**src/rtl/paddle_input_pkg.sv**
```systemverilog
// -----------------------------------------------------------------------------
// paddle_input_pkg
// Shared types and width helpers for the paddle button front end.
//   rep_state_e : per-channel auto-repeat state
//   presc_w()   : width of the sample-tick prescaler counter
//   stab_w()    : width of the per-channel debounce stability counter
//   rep_w()     : width of the per-channel repeat counter
// -----------------------------------------------------------------------------
package paddle_input_pkg;

  typedef enum logic [1:0] {
    RELEASED    = 2'd0,
    HELD_DELAY  = 2'd1,
    HELD_REPEAT = 2'd2
  } rep_state_e;

  localparam int DEF_N_BTN        = 4;
  localparam int DEF_TICK_DIV     = 25000;
  localparam int DEF_STABLE_TICKS = 10;
  localparam int DEF_REPEAT_DELAY = 300;
  localparam int DEF_REPEAT_RATE  = 50;

  // Prescaler holds 0..tick_div-1.
  function automatic int presc_w(input int tick_div);
    return (tick_div > 2) ? $clog2(tick_div) : 1;
  endfunction

  // Stability counter must be able to hold stable_ticks.
  function automatic int stab_w(input int stable_ticks);
    return (stable_ticks > 0) ? $clog2(stable_ticks + 1) : 1;
  endfunction

  // Repeat counter covers the larger of the two repeat intervals.
  function automatic int rep_w(input int delay, input int rate);
    int m;
    m = (delay > rate) ? delay : rate;
    return (m > 0) ? $clog2(m + 1) : 1;
  endfunction

endpackage

```
**src/rtl/paddle_input_ctrl_if.sv**
```systemverilog
// -----------------------------------------------------------------------------
// paddle_input_ctrl_if
// Button-side bundle of the paddle input controller.
//   i_btn     : raw buttons into the controller (1 = pressed)
//   o_level   : debounced level per channel
//   o_press   : one-cycle pulse on accepted press
//   o_release : one-cycle pulse on accepted release
//   o_move    : one-cycle paddle-step pulse (press and auto-repeat)
//   o_tick    : one-cycle sample-tick strobe
// Modports: slave = the controller, master = the board/paddle-logic side.
// -----------------------------------------------------------------------------
interface paddle_input_ctrl_if #(
  parameter int N_BTN = 4
);
  logic [N_BTN-1:0] i_btn;
  logic [N_BTN-1:0] o_level;
  logic [N_BTN-1:0] o_press;
  logic [N_BTN-1:0] o_release;
  logic [N_BTN-1:0] o_move;
  logic             o_tick;

  modport slave (
    input  i_btn,
    output o_level, o_press, o_release, o_move, o_tick
  );

  modport master (
    output i_btn,
    input  o_level, o_press, o_release, o_move, o_tick
  );
endinterface

```
**src/rtl/paddle_input_chan.sv**
```systemverilog
// -----------------------------------------------------------------------------
// paddle_input_chan
// One button channel: 2-flop synchroniser, tick-sampled debounce counter,
// registered press/release pulses and the hold-to-repeat FSM.
// Build option: AUTO_REPEAT_EN
//   defined   -> repeat FSM + rep_cnt present, o_move pulses on press and
//                then after REPEAT_DELAY ticks, every REPEAT_RATE ticks
//   undefined -> no repeat logic, o_move is the press pulse
// Ports:
//   i_clk, i_rst_n : clock, asynchronous active-low reset
//   i_tick         : shared sample-tick strobe
//   i_btn          : raw asynchronous button
//   o_level, o_press, o_release, o_move : channel outputs
// -----------------------------------------------------------------------------
module paddle_input_chan
  import paddle_input_pkg::*;
#(
  parameter int STABLE_TICKS = DEF_STABLE_TICKS,
  parameter int REPEAT_DELAY = DEF_REPEAT_DELAY,
  parameter int REPEAT_RATE  = DEF_REPEAT_RATE
) (
  input  logic i_clk,
  input  logic i_rst_n,
  input  logic i_tick,
  input  logic i_btn,
  output logic o_level,
  output logic o_press,
  output logic o_release,
  output logic o_move
);

  if (STABLE_TICKS < 1 || REPEAT_DELAY < 1 || REPEAT_RATE < 1) begin : g_bad_cfg
    $error("paddle_input_chan: STABLE_TICKS, REPEAT_DELAY, REPEAT_RATE must be >= 1");
  end

  localparam int STAB_W = stab_w(STABLE_TICKS);
  localparam logic [STAB_W-1:0] STAB_LAST = STAB_W'(STABLE_TICKS - 1);

  logic              sync1_q, sync1_d;
  logic              sync2_q, sync2_d;
  logic              level_q, level_d;
  logic [STAB_W-1:0] stab_cnt_q, stab_cnt_d;
  logic              press_q, press_d;
  logic              release_q, release_d;
  logic              accept;

  // Synchroniser and debounce. The counter saturates at STAB_LAST because
  // reaching it either accepts the new level or is cleared by a match.
  always_comb begin
    sync1_d    = i_btn;
    sync2_d    = sync1_q;
    level_d    = level_q;
    stab_cnt_d = stab_cnt_q;
    accept     = 1'b0;
    if (i_tick) begin
      if (sync2_q != level_q) begin
        if (stab_cnt_q == STAB_LAST) begin
          accept     = 1'b1;
          level_d    = sync2_q;
          stab_cnt_d = '0;
        end else begin
          stab_cnt_d = stab_cnt_q + 1'b1;
        end
      end else begin
        stab_cnt_d = '0;
      end
    end
    press_d   = accept & sync2_q;
    release_d = accept & ~sync2_q;
  end

  always_ff @(posedge i_clk or negedge i_rst_n) begin
    if (!i_rst_n) begin
      sync1_q    <= 1'b0;
      sync2_q    <= 1'b0;
      level_q    <= 1'b0;
      stab_cnt_q <= '0;
      press_q    <= 1'b0;
      release_q  <= 1'b0;
    end else begin
      sync1_q    <= sync1_d;
      sync2_q    <= sync2_d;
      level_q    <= level_d;
      stab_cnt_q <= stab_cnt_d;
      press_q    <= press_d;
      release_q  <= release_d;
    end
  end

  assign o_level   = level_q;
  assign o_press   = press_q;
  assign o_release = release_q;

`ifdef AUTO_REPEAT_EN
  localparam int REP_W = rep_w(REPEAT_DELAY, REPEAT_RATE);
  localparam logic [REP_W-1:0] DELAY_LAST = REP_W'(REPEAT_DELAY - 1);
  localparam logic [REP_W-1:0] RATE_LAST  = REP_W'(REPEAT_RATE - 1);

  rep_state_e       state_q, state_d;
  logic [REP_W-1:0] rep_cnt_q, rep_cnt_d;
  logic             move_q, move_d;

  // Repeat FSM advances on tick cycles only, so o_move can fire at most once
  // per tick. A release accepted in the same tick wins over an expiring
  // repeat interval.
  always_comb begin
    state_d   = state_q;
    rep_cnt_d = rep_cnt_q;
    move_d    = 1'b0;
    if (i_tick) begin
      if (release_d) begin
        state_d   = RELEASED;
        rep_cnt_d = '0;
      end else begin
        case (state_q)
          RELEASED: begin
            if (press_d) begin
              state_d   = HELD_DELAY;
              rep_cnt_d = '0;
              move_d    = 1'b1;
            end
          end
          HELD_DELAY: begin
            if (rep_cnt_q == DELAY_LAST) begin
              state_d   = HELD_REPEAT;
              rep_cnt_d = '0;
              move_d    = 1'b1;
            end else begin
              rep_cnt_d = rep_cnt_q + 1'b1;
            end
          end
          HELD_REPEAT: begin
            if (rep_cnt_q == RATE_LAST) begin
              rep_cnt_d = '0;
              move_d    = 1'b1;
            end else begin
              rep_cnt_d = rep_cnt_q + 1'b1;
            end
          end
          default: begin
            state_d   = RELEASED;
            rep_cnt_d = '0;
          end
        endcase
      end
    end
  end

  always_ff @(posedge i_clk or negedge i_rst_n) begin
    if (!i_rst_n) begin
      state_q   <= RELEASED;
      rep_cnt_q <= '0;
      move_q    <= 1'b0;
    end else begin
      state_q   <= state_d;
      rep_cnt_q <= rep_cnt_d;
      move_q    <= move_d;
    end
  end

  assign o_move = move_q;
`else
  assign o_move = press_q;
`endif

endmodule

```
**src/rtl/paddle_input_ctrl.sv**
```systemverilog
// -----------------------------------------------------------------------------
// paddle_input_ctrl
// Multi-channel button front end for the pong paddles: a shared sample-tick
// prescaler plus N_BTN independent debounce/pulse/repeat channels.
// Build option: AUTO_REPEAT_EN enables hold-to-repeat on o_move; without it
// o_move equals o_press.
// i_rst_n asserts asynchronously; its release is expected to be synchronous
// to i_clk so that the first tick lands exactly TICK_DIV cycles later.
// Ports:
//   i_clk   : system clock
//   i_rst_n : asynchronous active-low reset
//   bus     : paddle_input_ctrl_if.slave (i_btn in; o_level, o_press,
//             o_release, o_move, o_tick out)
// -----------------------------------------------------------------------------
module paddle_input_ctrl
  import paddle_input_pkg::*;
#(
  parameter int N_BTN        = DEF_N_BTN,
  parameter int TICK_DIV     = DEF_TICK_DIV,
  parameter int STABLE_TICKS = DEF_STABLE_TICKS,
  parameter int REPEAT_DELAY = DEF_REPEAT_DELAY,
  parameter int REPEAT_RATE  = DEF_REPEAT_RATE
) (
  input  logic                i_clk,
  input  logic                i_rst_n,
  paddle_input_ctrl_if.slave  bus
);

  if (TICK_DIV < 2) begin : g_bad_div
    $error("paddle_input_ctrl: TICK_DIV must be >= 2");
  end

  localparam int PRESC_W = presc_w(TICK_DIV);
  localparam logic [PRESC_W-1:0] PRESC_LAST = PRESC_W'(TICK_DIV - 1);

  logic [PRESC_W-1:0] presc_q, presc_d;
  logic               tick;
  logic [N_BTN-1:0]   level_w, press_w, release_w, move_w;

  // Tick is decoded straight from the count so it is high during the
  // cycle in which the count sits at TICK_DIV-1.
  always_comb begin
    tick    = (presc_q == PRESC_LAST);
    presc_d = tick ? '0 : presc_q + 1'b1;
  end

  always_ff @(posedge i_clk or negedge i_rst_n) begin
    if (!i_rst_n) begin
      presc_q <= '0;
    end else begin
      presc_q <= presc_d;
    end
  end

  for (genvar i = 0; i < N_BTN; i++) begin : g_chan
    paddle_input_chan #(
      .STABLE_TICKS (STABLE_TICKS),
      .REPEAT_DELAY (REPEAT_DELAY),
      .REPEAT_RATE  (REPEAT_RATE)
    ) u_chan (
      .i_clk     (i_clk),
      .i_rst_n   (i_rst_n),
      .i_tick    (tick),
      .i_btn     (bus.i_btn[i]),
      .o_level   (level_w[i]),
      .o_press   (press_w[i]),
      .o_release (release_w[i]),
      .o_move    (move_w[i])
    );
  end

  assign bus.o_level   = level_w;
  assign bus.o_press   = press_w;
  assign bus.o_release = release_w;
  assign bus.o_move    = move_w;
  assign bus.o_tick    = tick;

endmodule

```
**src/flat_wrapper.sv**
```systemverilog
// flat-port wrapper written by rule: the top's interface ports become plain ports
module paddle_input_ctrl_flat import paddle_input_pkg::*;
#(
  parameter int N_BTN        = DEF_N_BTN,
  parameter int TICK_DIV     = DEF_TICK_DIV,
  parameter int STABLE_TICKS = DEF_STABLE_TICKS,
  parameter int REPEAT_DELAY = DEF_REPEAT_DELAY,
  parameter int REPEAT_RATE  = DEF_REPEAT_RATE
)
  (i_clk, i_rst_n, bus_i_btn, bus_o_level, bus_o_press, bus_o_release, bus_o_move, bus_o_tick);
  paddle_input_ctrl_if #(.N_BTN(N_BTN)) bus_i ();
  input  logic i_clk;
  input  logic i_rst_n;
  input wire logic [$bits(bus_i.i_btn)-1:0] bus_i_btn;
  output wire logic [$bits(bus_i.o_level)-1:0] bus_o_level;
  output wire logic [$bits(bus_i.o_press)-1:0] bus_o_press;
  output wire logic [$bits(bus_i.o_release)-1:0] bus_o_release;
  output wire logic [$bits(bus_i.o_move)-1:0] bus_o_move;
  output wire logic [$bits(bus_i.o_tick)-1:0] bus_o_tick;
  assign bus_i.i_btn = bus_i_btn;
  assign bus_o_level = bus_i.o_level;
  assign bus_o_press = bus_i.o_press;
  assign bus_o_release = bus_i.o_release;
  assign bus_o_move = bus_i.o_move;
  assign bus_o_tick = bus_i.o_tick;
  paddle_input_ctrl #(.N_BTN(N_BTN), .TICK_DIV(TICK_DIV), .STABLE_TICKS(STABLE_TICKS), .REPEAT_DELAY(REPEAT_DELAY), .REPEAT_RATE(REPEAT_RATE)) u_core (.i_clk(i_clk), .i_rst_n(i_rst_n), .bus(bus_i));
endmodule
```
**config.mk**
```make
export PLATFORM = sky130hd
export DESIGN_NAME = paddle_input_ctrl_flat
export DESIGN_NICKNAME = d
export VERILOG_FILES = /design/src/rtl/paddle_input_pkg.sv /design/src/rtl/paddle_input_ctrl_if.sv /design/src/rtl/paddle_input_chan.sv /design/src/rtl/paddle_input_ctrl.sv /design/src/flat_wrapper.sv
export SDC_FILE = /design/constraint.sdc
export NUM_CORES = 1
export LEC_CHECK = 0
export CORE_UTILIZATION = 63
export CTS_BUF_LIST = sky130_fd_sc_hd__clkbuf_8
export CTS_CLUSTER_SIZE = 16
export DETAILED_ROUTE_END_ITERATION = 8
export GPL_TIMING_DRIVEN = 0
export PLACE_DENSITY = 0.87
export SLEW_MARGIN = 15
export SYNTH_ARGS = -nofsm -noshare
export SYNTH_HDL_FRONTEND = slang
export SYNTH_SLANG_ARGS = --single-unit
export TNS_END_PERCENT = 5
```
**constraint.sdc**
```tcl
create_clock -name i_clk -period 2.85 [get_ports i_clk]
set_input_delay 0.285 -clock i_clk [delete_from_list [all_inputs] [get_ports i_clk]]
set_output_delay 0.285 -clock i_clk [all_outputs]
set_load 0.005 [all_outputs]
```
==> run metrics <==
outcome=finished clean; maximum vdd ir drop=0.295 mV; post-synth top area share=0.534; Synth area leader=dfrtp_1; CTS tree=yes; clk buf depth=2; GRT Util Overall=0.230; count leader, synth=dfrtp_1; Post-DP HPWL=2770 um; Max-cap violations=0; synthesized flop and latch total=51; share of cells above drive strength 1=0.159; fmax=385 MHz; period utilization=0.912; Post-DRT Antenna Nets=0; Root Buffer=clkbuf_8; Pleak=1.25 nW; Worst EP required=2570 ps; core area=3660 sq um; DR pass1 iterations=4; vias in the first global route=1,715; RR Startpoint=u_core.presc_q[0]$_DFF_PN0_; DRT Wirelength=3880 um; CP Data Arrival Time=2320 ps; area of the multi-input gates=928 sq um; Syn Area/Cell=10.9 sq um; Synth async-reset ratio=1.00; post-synthesis sequential area ratio=0.534; Synth area leaders=dfrtp_1 53%, buf_4 5.3%, ha_1 4.7%; worst rel slew slack=0.707; Die Y-Extent=63.6 um; final worst slack=250 ps; I/O pins=23; most used flip-flop cell after synthesis=dfrtp_1; Critical Path End Type=output port; Post-synth EDFFs=0; die area=4050 sq um; DRC viols=0; Net Count, Synth=235; Tmin final=2600 ps; Pwr Total=0.00116 W; Layout Nets=265; worst min path class=flop to flop; DRC violation total after the first TritonRoute iteration=62; first-pass GRT wire length=7130 um; R2R Path End=u_core.g_chan[0].u_chan.o_level$_DFFE_PN0P_; largest net degree at the start of global routing=35; Synth-to-Final Area Change=16.1%; routed len/inst=13.0 um; CTS sink cnt=51; Initial Utilization=0.653; fin. max-slew vios=0; Num CTS Buffers=5; clock skew=4.88 ps; Hold Vio Cnt, Final=0; gp weighted congestion=0.787; IO buf count=22; cells on worst reg2reg path=7; Cells on Worst Hold Path=0; Clk pin slew, worst setup/hold paths=80 ps; worst skew pair latency=310 ps; Hold EP=u_core.g_chan[2].u_chan.sync2_q$_DFF_PN0_; pre-CTS WS=369 ps; worst-margin pin slew=440 ps; Crit Path Category=flop to output port; Via density=5.38; post-route setup TNS=0 ps; Power Dens Cells=417 nW/um^2; Fillers=255; Hold Path Origin=u_core.g_chan[2].u_chan.sync1_q$_DFF_PN0_; Post-Synthesis Cells=220; Std-Cell Rows=22; GRT overflow=0; FF-to-FF setup slack=850 ps; CP max FO=19; Die Span X=63.6 um; number of synthesis warnings=0; unrepaired setup endpoints after global routing=no; FF+latch area=1280 sq um; Max H-tree Level=2; endpoints failing setup=0; synth unique cells=30; # diodes=0; antenna violations before repair=0; Final Util=0.758; crit start category=flop; Synth Cell Area=2390 sq um; synth cell count leaders=51 x dfrtp_1, 19 x nand2_1, 17 x buf_4; via count=1,608
[cell families (layout without fill, tap and decap cells)]
group | after synthesis | after routing | synth area share
muxes | 5 | 5 | 0.0235
adders and majority gates | 9 | 9 | 0.0471
buffers and inverters | 31 | 62 | 0.0790
AOI/OAI and AO/OA | 24 | 24 | 0.0607
DFF | 51 | 51 | 0.534
xor gates and xnor gates | 16 | 16 | 0.0586
and+or+nand+nor | 84 | 84 | 0.197
[metal layers]
layer,up-vias,part of all wire,routed length (um),GRT usage
met2,22,0.52,2010,0.410
met4,0,0.015,58,0.0966
met3,9,0.029,111,0.0507
li1,789,-,-,-
met5,-,0,0,0
met1,788,0.44,1700,0.262
[how the worst max path moves through the flow]
stage / startpoint / to / slack (ps) / depth (start not counted)
after global routing: u_core.presc_q[0]$_DFF_PN0_ / bus_o_tick / 90 / 6
after detailed placement: u_core.presc_q[0]$_DFF_PN0_ / bus_o_tick / 370 / 7
after global placement: i_rst_n / u_core.g_chan[0].u_chan.o_level$_DFFE_PN0P_ / 100 / 1
final: u_core.presc_q[0]$_DFF_PN0_ / bus_o_tick / 250 / 6
after floorplan: u_core.presc_q[0]$_DFF_PN0_ / u_core.g_chan[0].u_chan.stab_cnt_q[3]$_DFFE_PN0N_ / 1110 / 6
after CTS: u_core.presc_q[0]$_DFF_PN0_ / bus_o_tick / 40 / 7
[per-stage QoR]
stage | hold WS [ps] | instance area [sq um] | std cells
after floorplan | -10.6 | 2390 | 220
after global placement | 331 | 2670 | 290
after detailed placement | 234 | 2690 | 291
after CTS | 357 | 2780 | 300
after global routing | 369 | 2780 | 299
final | 356 | 2780 | 299
[worst max-delay path: stages (launching register included)]
cell             delay, ps
dfrtp_1                420
ha_2                   260
nand3_1                110
nand4b_2               270
inv_1                  140
buf_4                  250
clkdlybuf4s50_1        540
[layout make-up]
type	instances	area share
inverters	11	0.0149
well taps	48	0.0216
repair buffers	24	0.0884
clock buffers	5	0.0248
flip-flops and latches	51	0.460
clock inverters	3	0.00451
multi-input cells	138	0.335
plain buffers	19	0.0514
[cells in the final DEF (no fill, tap or decap), types with 8 or more instances in the layout]
| master | netlist | layout |
|---|---|---|
| buf_4 | 17 | 17 |
| inv_1 | 11 | 13 |
| dfrtp_1 | 51 | 51 |
| nand3_1 | 13 | 13 |
| clkdlybuf4s50_1 | 0 | 21 |
| nand2_1 | 19 | 19 |
| nor2_1 | 14 | 14 |
| ha_1 | 9 | 8 |
| xnor2_1 | 11 | 11 |
| o21ai_0 | 12 | 12 |
| nor3b_1 | 9 | 9 |
[report_power, final]
part / internal, W / switching (W) / leakage (nW)
registers: 0.000729 / 0.00000384 / 0.680
logic: 0.0000139 / 0.0000199 / 0.523
clock network: 0.000165 / 0.000225 / 0.0505
[flip-flops by register name, indices dropped and copies added (netlist names)]
name,cells
u_core.g_chan.u_chan.o_move,4
u_core.g_chan.u_chan.o_level,4
u_core.g_chan.u_chan.sync1_q,4
u_core.g_chan.u_chan.sync2_q,4
u_core.g_chan.u_chan.o_release,4
u_core.g_chan.u_chan.stab_cnt_q,16
u_core.presc_q,15
[what timing repair did]
item | 4_1_cts | 5_1_grt
setup endpoints to repair | 1 | 1
endpoints found under the hold margin | 17 | 0
hold buffers | 1 | 0
resized for setup | 1 | 0
buffers inserted | 0 | 0
(Power assumes the default switching activity.)
